### src/rtl/uart_word_tx.sv
// Word-wide UART transmitter: serializes BYTES bytes of a 32-bit word as back-to-back 8N1 frames.
// Define UART_TX_PARITY_EN to insert an even-parity bit after each byte (8E1).
`timescale 1ns/1ps
module uart_word_tx #(
  parameter int CLKS_PER_BIT = 868,
  parameter int BYTES        = 4
) (
  input  logic        clk,
  input  logic        rst_n,
  input  logic [31:0] data_in,
  input  logic        valid,
  output logic        ready,
  output logic        tx,
  output logic        busy,
  output logic        done
);

  typedef enum logic [2:0] {
    IDLE,
    START,
    DATA,
`ifdef UART_TX_PARITY_EN
    PARITY,
`endif
    STOP
  } state_t;

  localparam logic [15:0] CPB_M1    = 16'(CLKS_PER_BIT - 1);
  localparam logic [1:0]  LAST_BYTE = 2'(BYTES - 1);

  state_t      state_q;
  logic [15:0] cnt_q, cnt_d;
  logic [2:0]  bit_q;
  logic [1:0]  byte_q;
  logic [31:0] sh_q;
  logic        tx_q, ready_q, busy_q, done_q;
`ifdef UART_TX_PARITY_EN
  logic        par_q;
`endif

  logic bit_end;
  assign bit_end = (cnt_q == CPB_M1);

  // Bit-period counter idles at zero and restarts every bit boundary.
  always_comb begin
    cnt_d = cnt_q + 16'd1;
    if (state_q == IDLE || bit_end) cnt_d = 16'd0;
  end

  always_ff @(posedge clk or negedge rst_n) begin
    if (!rst_n) begin
      state_q <= IDLE;
      cnt_q   <= 16'd0;
      bit_q   <= 3'd0;
      byte_q  <= 2'd0;
      sh_q    <= 32'd0;
      tx_q    <= 1'b1;
      ready_q <= 1'b1;
      busy_q  <= 1'b0;
      done_q  <= 1'b0;
`ifdef UART_TX_PARITY_EN
      par_q   <= 1'b0;
`endif
    end else begin
      done_q <= 1'b0;
      cnt_q  <= cnt_d;
      case (state_q)
        IDLE: if (valid && ready_q) begin
          sh_q    <= data_in;
          state_q <= START;
          tx_q    <= 1'b0;
          busy_q  <= 1'b1;
          ready_q <= 1'b0;
          bit_q   <= 3'd0;
          byte_q  <= 2'd0;
        end
        START: if (bit_end) begin
          state_q <= DATA;
          tx_q    <= sh_q[0];
`ifdef UART_TX_PARITY_EN
          par_q   <= ^sh_q[7:0];
`endif
        end
        DATA: if (bit_end) begin
          // Shifting on every data bit leaves the next byte in sh_q[7:0].
          sh_q  <= sh_q >> 1;
          bit_q <= bit_q + 3'd1;
          if (bit_q == 3'd7) begin
`ifdef UART_TX_PARITY_EN
            state_q <= PARITY;
            tx_q    <= par_q;
`else
            state_q <= STOP;
            tx_q    <= 1'b1;
`endif
          end else begin
            tx_q <= sh_q[1];
          end
        end
`ifdef UART_TX_PARITY_EN
        PARITY: if (bit_end) begin
          state_q <= STOP;
          tx_q    <= 1'b1;
        end
`endif
        STOP: if (bit_end) begin
          if (byte_q == LAST_BYTE) begin
            state_q <= IDLE;
            busy_q  <= 1'b0;
            ready_q <= 1'b1;
            done_q  <= 1'b1;
            byte_q  <= 2'd0;
          end else begin
            state_q <= START;
            tx_q    <= 1'b0;
            byte_q  <= byte_q + 2'd1;
          end
        end
        default: state_q <= IDLE;
      endcase
    end
  end

  assign tx    = tx_q;
  assign ready = ready_q;
  assign busy  = busy_q;
  assign done  = done_q;

endmodule

### config.mk
export PLATFORM = sky130hd
export DESIGN_NAME = uart_word_tx
export DESIGN_NICKNAME = d
export VERILOG_FILES = /design/src/rtl/uart_word_tx.sv
export SDC_FILE = /design/constraint.sdc
export NUM_CORES = 1
export LEC_CHECK = 0
export BUFFER_PORTS_ARGS = -buffer_cell sky130_fd_sc_hd__buf_2
export CAP_MARGIN = 15
export CORE_MARGIN = 3
export CORE_UTILIZATION = 53
export DETAILED_ROUTE_END_ITERATION = 16
export PLACE_DENSITY = 0.74
export REMOVE_ABC_BUFFERS = 1
export SLEW_MARGIN = 0
export SYNTH_ARGS = -nofsm -noshare
export SYNTH_HDL_FRONTEND = slang
export SYNTH_SLANG_ARGS = --single-unit
### constraint.sdc
create_clock -name clk -period 3.6 [get_ports clk]
set_input_delay 0.54 -clock clk [delete_from_list [all_inputs] [get_ports clk]]
set_output_delay 0.54 -clock clk [all_outputs]
set_load 0.05 [all_outputs]
==> impl_metrics.json, run 1 <==
{
  "dpl_worst_slack_ns": 1.071,
  "drv_slew": 0,
  "clk_pin_slew_ns": 0.07,
  "antenna_cells": 0,
  "io_pins": 39,
  "cts_made_buffers": 9,
  "finalHoldWorstSlack_ns": 0.2193,
  "worstPathRequired_ns": 3.80,
  "rsz0062_at_grt": "no",
  "clk_path_buf_depth": 2,
  "postCtsHoldBufs": 0,
  "start_kind": "register",
  "max_freq_mhz": 392.2,
  "synthFlopType": "dfrtp_1",
  "ys_seq_area_share_pct": 48.05,
  "port_buffers": 38,
  "end_kind": "register",
  "cp_max_fo": 18,
  "start_util_pct": 55.22,
  "htreeDepth": 3,
  "drive_above_1_share_pct": 22.96,
  "totalWireLength_microns": 6059,
  "num_rows": 27,
  "synthTopCellsByCount": "dfrtp_1, mux2i_1, nor3_1",
  "grt_pass1_wl_microns": 10230,
  "post_dp_cell_area_sq_um": 3267,
  "finalClockSkew_ns": 0.01179,
  "vdd_ir_drop_max_mv": 0.1896,
  "wl_per_cell_microns": 15.03,
  "async_reset_ff_share_pct": 100.0,
  "synth_top_area_share_pct": 46.34,
  "drtIter0Drc": 80,
  "cts_sinks": 59,
  "hpwl_microns": 3930,
  "worstSetupPathType": "register to register",
  "ys_types": 45,
  "worst_pin_slew_ns": 0.6275,
  "synth-edff-count": 0,
  "setup_viol": 0,
  "syn_area_per_cell_sq_um": 10.50,
  "tritoncts": "built",
  "syn_area_sq_um": 3078,
  "worstPathArrival_ns": 2.75,
  "synth-simple-area-share_pct": 16.22,
  "core_sq_um": 5574,
  "yosys.area.top_type": "dfrtp_1",
  "root_buffer": "clkbuf_8",
  "die_area_sq_um": 6758,
  "power_density_nw_per_um2": 362.6,
  "ant_nets": 0,
  "status": "finished clean",
  "drc": 0,
  "gp_congestion": 0.7848,
  "drv_cap": 0,
  "yosysWarnings": 0,
  "fin_ws_ns": 1.050,
  "cts_setup_buffers": 0,
  "via_per_inst": 5.712,
  "final-hold-violation-count": 0,
  "grt_max_degree": 35,
  "layout_min_cycle_time_ns": 2.550,
  "p_leak_uw": 0.001793,
  "grt.total_usage_pct": 19.93,
  "hold_class": "input port to asynchronous set/reset pin",
  "final_cell_count_no_fill": 403,
  "synth_top_family_by_area": "simple AND/OR/NAND/NOR gates",
  "yosysMostFrequentCell": "dfrtp_1",
  "synth_area_leaders": "dfrtp_1, mux2i_1, nor3_1",
  "vias": 2302,
  "fin_nets": 369,
  "final_area_sq_um": 3450,
  "grt_pass1_vias": 2278,
  "die_width_microns": 82.21,
  "synth_xor_area_share_pct": 3.415,
  "fp.dieH_microns": 82.21,
  "synth_mux_area_share_pct": 12.15,
  "dr.pass1.iters": 4,
  "setup_tns_ns": 0,
  "synthAdderAreaFrac_pct": 3.252,
  "clkLatencyLatePin_ns": 0.34,
  "grt-ovfl-total": 0,
  "dp_cells": 387,
  "post_cts_resized": 0,
  "syn2layout_area_growth_pct": 12.07,
  "antenna_found_initial": 0,
  "synth-seq-cells": 59,
  "synth_compound_area_share_pct": 11.63,
  "relSlewSlack_pct": 58.17,
  "synth_cells": 293,
  "layout_worst_path_cycle_share_pct": 70.83
}
-- cell families (layout without fill, tap and decap cells) --
family                   after synthesis  in the layout
AND/OR/NAND/NOR                       92             92
flip-flops                            59             59
AO/OA/AOI/OAI                         55             55
XOR/XNOR                              12             12
multiplexers                          37             37
adder cells (fa/ha/maj)                8              8
buffers and inverters                 30             68
-- final cells by class --
class	instances	area [sq um]
timing repair buffer	43	227.7
multi-input combinational	204	1436
tap	72	90.09
fill	485	2125
clock buffer	14	172.7
inverter	9	33.78
sequential	59	1479
clock inverter	2	10.01
-- through the flow --
step / util (%) / power [uW]
6_report: 61.89 / 1251
3_3_place_gp: 58.61 / 709.5
3_5_place_dp: 58.61 / 709.9
4_1_cts: 61.89 / 1265
5_1_grt: 61.89 / 1299
2_1_floorplan: - / 676.5
-- per-layer routing --
layer  global-route usage (%)  routed length [microns]  vias to the layer above
li1                         -                        -                     1120
met1                    25.32                     2865                     1132
met2                    32.05                     2888                       42
met3                    5.098                      214                        8
met4                    8.804                       91                        0
met5                        0                        0                        -
-- sequential cells by signal (all words and copies together), names as in the netlist --
name,flops
state_q,2
done,1
tx,1
cnt_q,16
busy,1
bit_q,3
byte_q,2
sh_q,32
ready,1
-- report_power, final --
part	leakage [uW]	total (uW)	internal, uW	switching [uW]
logic	0.000909	33.3	14.4	18.9
clock network	0.0000965	554	305	250
registers	0.000787	663	663	0
-- layout by cell type, fill, tap and decap left out, types with 8 or more instances in the layout --
cell type  count
inv_1          9
mux2i_1       34
buf_2         38
nor3_1        34
dfrtp_1       57
a21oi_2       11
clkbuf_8      12
a21oi_1       24
ha_1           8
nor2_1        18
-- critical path: stages (launching register included) --
cell and delay [ns]:
dfrtp_1 0.41, inv_1 0.10, ha_1 0.32, a21boi_2 0.40, nand2b_1 0.19, or2_1 0.51
buf_4 0.38, a21oi_1 0.11
-- path summary, 6_finish.rpt --
| path | end | slack [ns] | start | depth (start not counted) |
|---|---|---|---|---|
| max | sh_q[21] | 1.05 | state_q[0] | 7 |
| max reg2reg | sh_q[21] | 1.05 | state_q[0] | 7 |
| min reg2reg | cnt_q[0] | 0.49 | cnt_q[0] | 1 |
| min | sh_q[31] | 0.22 | rst_n | 1 |
| max in group asynchronous | cnt_q[10] | 2.53 | rst_n | 2 |
| min in group clk | cnt_q[0] | 0.49 | cnt_q[0] | 1 |
No activity file was read; power rests on OpenSTA's default activity.
==> inputs of run 2 (changes only) <==
- clock period: 3.6 -> 2.55 ns (I/O delays scaled with it)
==> impl_metrics.json, run 2 (synthesized netlist as in run 1, its figures left out) <==
{
  "status": "finished clean",
  "port_buffers": 38,
  "vdd_ir_drop_max_mv": 0.3535,
  "io_pins": 39,
  "cts_made_buffers": 9,
  "grt_util_met2_pct": 32.05,
  "drv_cap": 0,
  "multi_input_area_sq_um": 1439,
  "rrSetupSlack_ns": 0.31,
  "relSlewSlack_pct": 61.76,
  "cts_sinks": 59,
  "cts_setup_buffers": 0,
  "totalWireLength_microns": 5909,
  "grt-ovfl-total": 0,
  "die_width_microns": 82.21,
  "setup_tns_ns": 0,
  "gp_congestion": 0.8205,
  "start_util_pct": 55.22,
  "fp.dieH_microns": 82.21,
  "grt.total_usage_pct": 19.90,
  "drc": 0,
  "end_kind": "register",
  "clk_pin_slew_ns": 0.08,
  "num_rows": 27,
  "largest_reg_flops": 32,
  "start_kind": "register",
  "clkLatencyLatePin_ns": 0.33,
  "fin_nets": 371,
  "power_density_nw_per_um2": 564.9,
  "via_per_inst": 5.551,
  "final.fill_count": 448,
  "worst_pin_slew_ns": 0.5737,
  "final_cell_count_no_fill": 405,
  "grt_pass1_wl_microns": 10220,
  "finalClockSkew_ns": 0.01155,
  "drtIter0Drc": 146,
  "grt_util_met3_pct": 4.230,
  "root_buffer": "clkbuf_8",
  "drv_slew": 0,
  "hold_class": "input port to asynchronous set/reset pin",
  "worstPathArrival_ns": 2.49,
  "layout_commonest_cell": "dfrtp_1",
  "vias": 2248,
  "antenna_found_initial": 0,
  "hpwl_microns": 4005,
  "setup_viol": 0,
  "layout_common_cells": "dfrtp_1, buf_2, nor3_1, mux2i_1, a21oi_1",
  "die_area_sq_um": 6758,
  "wl_per_cell_microns": 14.59,
  "cp_max_fo": 13,
  "rsz0062_at_grt": "no",
  "layout_min_cycle_time_ns": 2.241,
  "seq_area_sq_um": 1479,
  "dr.pass1.iters": 5,
  "p_leak_uw": 0.001837,
  "max_freq_mhz": 446.3,
  "dp_cells": 389,
  "ant_nets": 0,
  "layout_worst_path_cycle_share_pct": 87.87,
  "grt_pass1_vias": 2211,
  "regMostFlops": "sh_q",
  "drive_above_1_share_pct": 24.32,
  "use_met1_pct": 26.00,
  "top_usage_layer": "met2",
  "grt_max_degree": 35,
  "antenna_cells": 0,
  "clk_path_buf_depth": 2,
  "worstPathRequired_ns": 2.80,
  "worstSetupPathType": "register to register",
  "top_regs": "sh_q x32, cnt_q x16, bit_q x3",
  "tritoncts": "built",
  "final-hold-violation-count": 0,
  "core_sq_um": 5574,
  "htreeDepth": 3,
  "syn2layout_area_growth_pct": 15.33
}
run 2: final cells by class:
cell class / count / area share (%)
Sequential cell: 59 / 41.66
Clock inverter: 7 / 3.278
Timing Repair Buffer: 45 / 7.543
Multi-Input combinational cell: 204 / 40.54
Tap cell: 72 / 2.538
Clock buffer: 9 / 3.490
Inverter: 9 / 0.9517
run 2: path summary, 6_finish.rpt:
| path | from | endpoint | cells after the start |
|---|---|---|---|
| worst max-delay path | cnt_q[0] | byte_q[0] | 6 |
| worst min-delay path | rst_n | bit_q[2] | 1 |
| worst max register to register | cnt_q[0] | byte_q[0] | 6 |
| worst min register to register | byte_q[0] | byte_q[0] | 1 |
| max in group asynchronous | rst_n | ready | 2 |
| min in group clk | data_in[19] | sh_q[19] | 3 |
run 2: worst max-delay path, stage by stage, from the launching register on:
cell and delay, ns:
dfrtp_1 0.39, ha_1 0.25, nor3b_1 0.27, nand4_2 0.34
buf_4 0.31, or4_1 0.48, mux2i_1 0.13
run 2: power by group:
part,switching (uW),internal [uW]
clock network,373,647
registers,0,936
logic,27.7,21.3
total,401,1600
run 2: routing by layer:
metal	wire length, microns	up-vias	share of wire [%]
li1	-	1128	-
met1	2759	1066	47
met2	2873	50	49
met3	214	4	3.6
met4	61	0	1.0
met5	0	-	0
run 2: repair_timing:
action,CTS,global route
hold buffers,0,0
resized for setup,0,1
setup endpoints to repair,0,1
run 2: stage by stage:
step / utilization [%] / total power [uW] / hold WS, ns / instance area [sq um] / setup WS, ns
final: 63.68 / 2005 / 0.04311 / 3550 / 0.3094
after global routing: 63.68 / 2080 / 0.06850 / 3550 / 0.07970
after CTS: 63.64 / 2027 / 0.04186 / 3547 / 0.2365
after detailed placement: 59.33 / 1003 / 0.4088 / 3307 / 0.2679
after global placement: 59.33 / 1003 / 0.4112 / 3307 / 0.3846
after floorplan: - / 955.0 / 0.08691 / 2949 / -0.3776
==> inputs of run 3 (changes only) <==
- BUFFER_PORTS_ARGS: -buffer_cell sky130_fd_sc_hd__buf_2 -> unset
- DONT_BUFFER_PORTS: unset -> 1
- PLACE_DENSITY: 0.74 -> 0.68
==> impl_metrics.json, run 3 (synthesized netlist as in run 1, its figures left out) <==
{
  "postCtsHoldBufs": 2,
  "final_cell_count_no_fill": 367,
  "port_buffers": 0,
  "finalClockSkew_ns": 0.005240,
  "cp_slowest_stage_delay_ns": 0.39,
  "core_sq_um": 5574,
  "post_cts_resized": 0,
  "r2r-end": "bit_q[1]",
  "antenna_found_initial": 0,
  "hpwl_microns": 3605,
  "grt_pass1_vias": 2043,
  "rsz0062_at_grt": "no",
  "worstPathRequired_ns": 2.75,
  "worstSetupPathType": "register to register",
  "clk_pin_slew_ns": 0.06,
  "final-hold-violation-count": 0,
  "tritoncts": "built",
  "syn2layout_area_growth_pct": 7.033,
  "finalHoldWorstSlack_ns": 0.2669,
  "worst_pin_slew_ns": 0.5792,
  "clkLatencyLatePin_ns": 0.32,
  "grt.total_usage_pct": 18.92,
  "layout_worst_path_cycle_share_pct": 85.13,
  "drive_above_1_share_pct": 13.22,
  "die_area_sq_um": 6758,
  "status": "finished clean",
  "fp.dieH_microns": 82.21,
  "grt_max_degree": 60,
  "cts_made_buffers": 9,
  "htreeDepth": 3,
  "drv_slew": 0,
  "root_buffer": "clkbuf_8",
  "relSlewSlack_pct": 61.38,
  "final.fill_count": 497,
  "start_util_pct": 55.22,
  "via_per_inst": 5.790,
  "dr.pass1.iters": 4,
  "drv_cap": 0,
  "start_kind": "register",
  "largest_reg_flops": 32,
  "power_density_nw_per_um2": 506.9,
  "drc": 0,
  "fin_nets": 334,
  "p_leak_uw": 0.001656,
  "timing.rr.start": "cnt_q[0]",
  "cts_sinks": 59,
  "cp_max_fo": 34,
  "top_regs": "sh_q x32, cnt_q x16, bit_q x3",
  "gp_congestion": 0.8198,
  "setup_viol": 0,
  "ant_nets": 0,
  "worstSetupPathDepth": 6,
  "totalWireLength_microns": 5679,
  "worstPathArrival_ns": 2.37,
  "regMostFlops": "sh_q",
  "antenna_cells": 0,
  "cp_num_buf_inv": 1,
  "drtIter0Drc": 102,
  "clk_path_buf_depth": 2,
  "reg2reg_depth": 6,
  "wl_per_cell_microns": 15.47,
  "vdd_ir_drop_max_mv": 0.3587,
  "cp-endpoint": "bit_q[1]",
  "vias": 2125,
  "hold_class": "input port to register",
  "layout_commonest_cell": "dfrtp_1",
  "die_width_microns": 82.21,
  "critPathTopFamily": "simple AND/OR/NAND/NOR gates",
  "io_pins": 39,
  "crit_path_start": "cnt_q[0]",
  "dp_cells": 350,
  "max_freq_mhz": 460.7,
  "cts_setup_buffers": 0,
  "layout_min_cycle_time_ns": 2.171,
  "grt_pass1_wl_microns": 9604,
  "crit_chain": "ha_1, nor3b_1, nand4_2, or2_1, buf_4, mux2i_1",
  "grt-ovfl-total": 0,
  "crit_slowest_cell": "nand4_2",
  "rrSetupSlack_ns": 0.38,
  "num_rows": 27,
  "end_kind": "register",
  "layout_common_cells": "dfrtp_1, nor3_1, mux2i_1, a21oi_1, nor2_1"
}
[run 3: final cells by class]
type	count	area (sq um)	area share [%]
clock inverters	3	15.01	0.4558
clock buffers	12	145.1	4.406
inverters	9	33.78	1.025
repair buffers	8	95.09	2.886
flip-flops and latches	59	1479	44.89
multi-input cells	204	1436	43.60
well taps	72	90.09	2.735
[run 3: routing by layer]
layer  track usage [%]  wire (microns)
met5                 0               0
met4             9.635              99
met3             4.664             268
met2             26.92            2491
met1             26.69            2820
[run 3: power by group]
part	switching [uW]	internal, uW	total (uW)
Clock	340	369	709
Sequential	0	936	936
Combinational	17.9	6.81	24.7
Total	358	1310	1670
[run 3: worst reg2reg max path, delay by kind of cell, from the launching register on]
kind                       cells  cell delay [ns]
adders and majority gates      1             0.24
buffers and inverters          1             0.27
DFF                            1             0.38
muxes                          1             0.17
and+or+nand+nor                3             0.99
[run 3: how the worst min path moves through the flow]
stage | slack, ns | startpoint | depth (start not counted) | endpoint
after CTS | 0.25 | data_in[10] | 2 | sh_q[10]
final | 0.27 | data_in[16] | 2 | sh_q[16]
after global placement | 0.09 | rst_n | 0 | sh_q[26]
after global routing | 0.27 | data_in[9] | 2 | sh_q[9]
after floorplan | 0.09 | rst_n | 0 | bit_q[0]
after detailed placement | 0.09 | rst_n | 0 | sh_q[26]
[run 3: stage by stage]
stage               util, %  instance area (sq um)  worst slack (ns)  TNS (ns)  total power (uW)
CTS                   59.10                   3294            0.3430         0              1693
global placement      55.56                   3097            0.4390         0             954.9
floorplan                 -                   2949           -0.3776    -11.57             955.0
finish                59.10                   3294            0.3792         0              1670
detailed placement    55.56                   3097            0.3502         0             954.9
global route          59.10                   3294            0.1361         0              1735
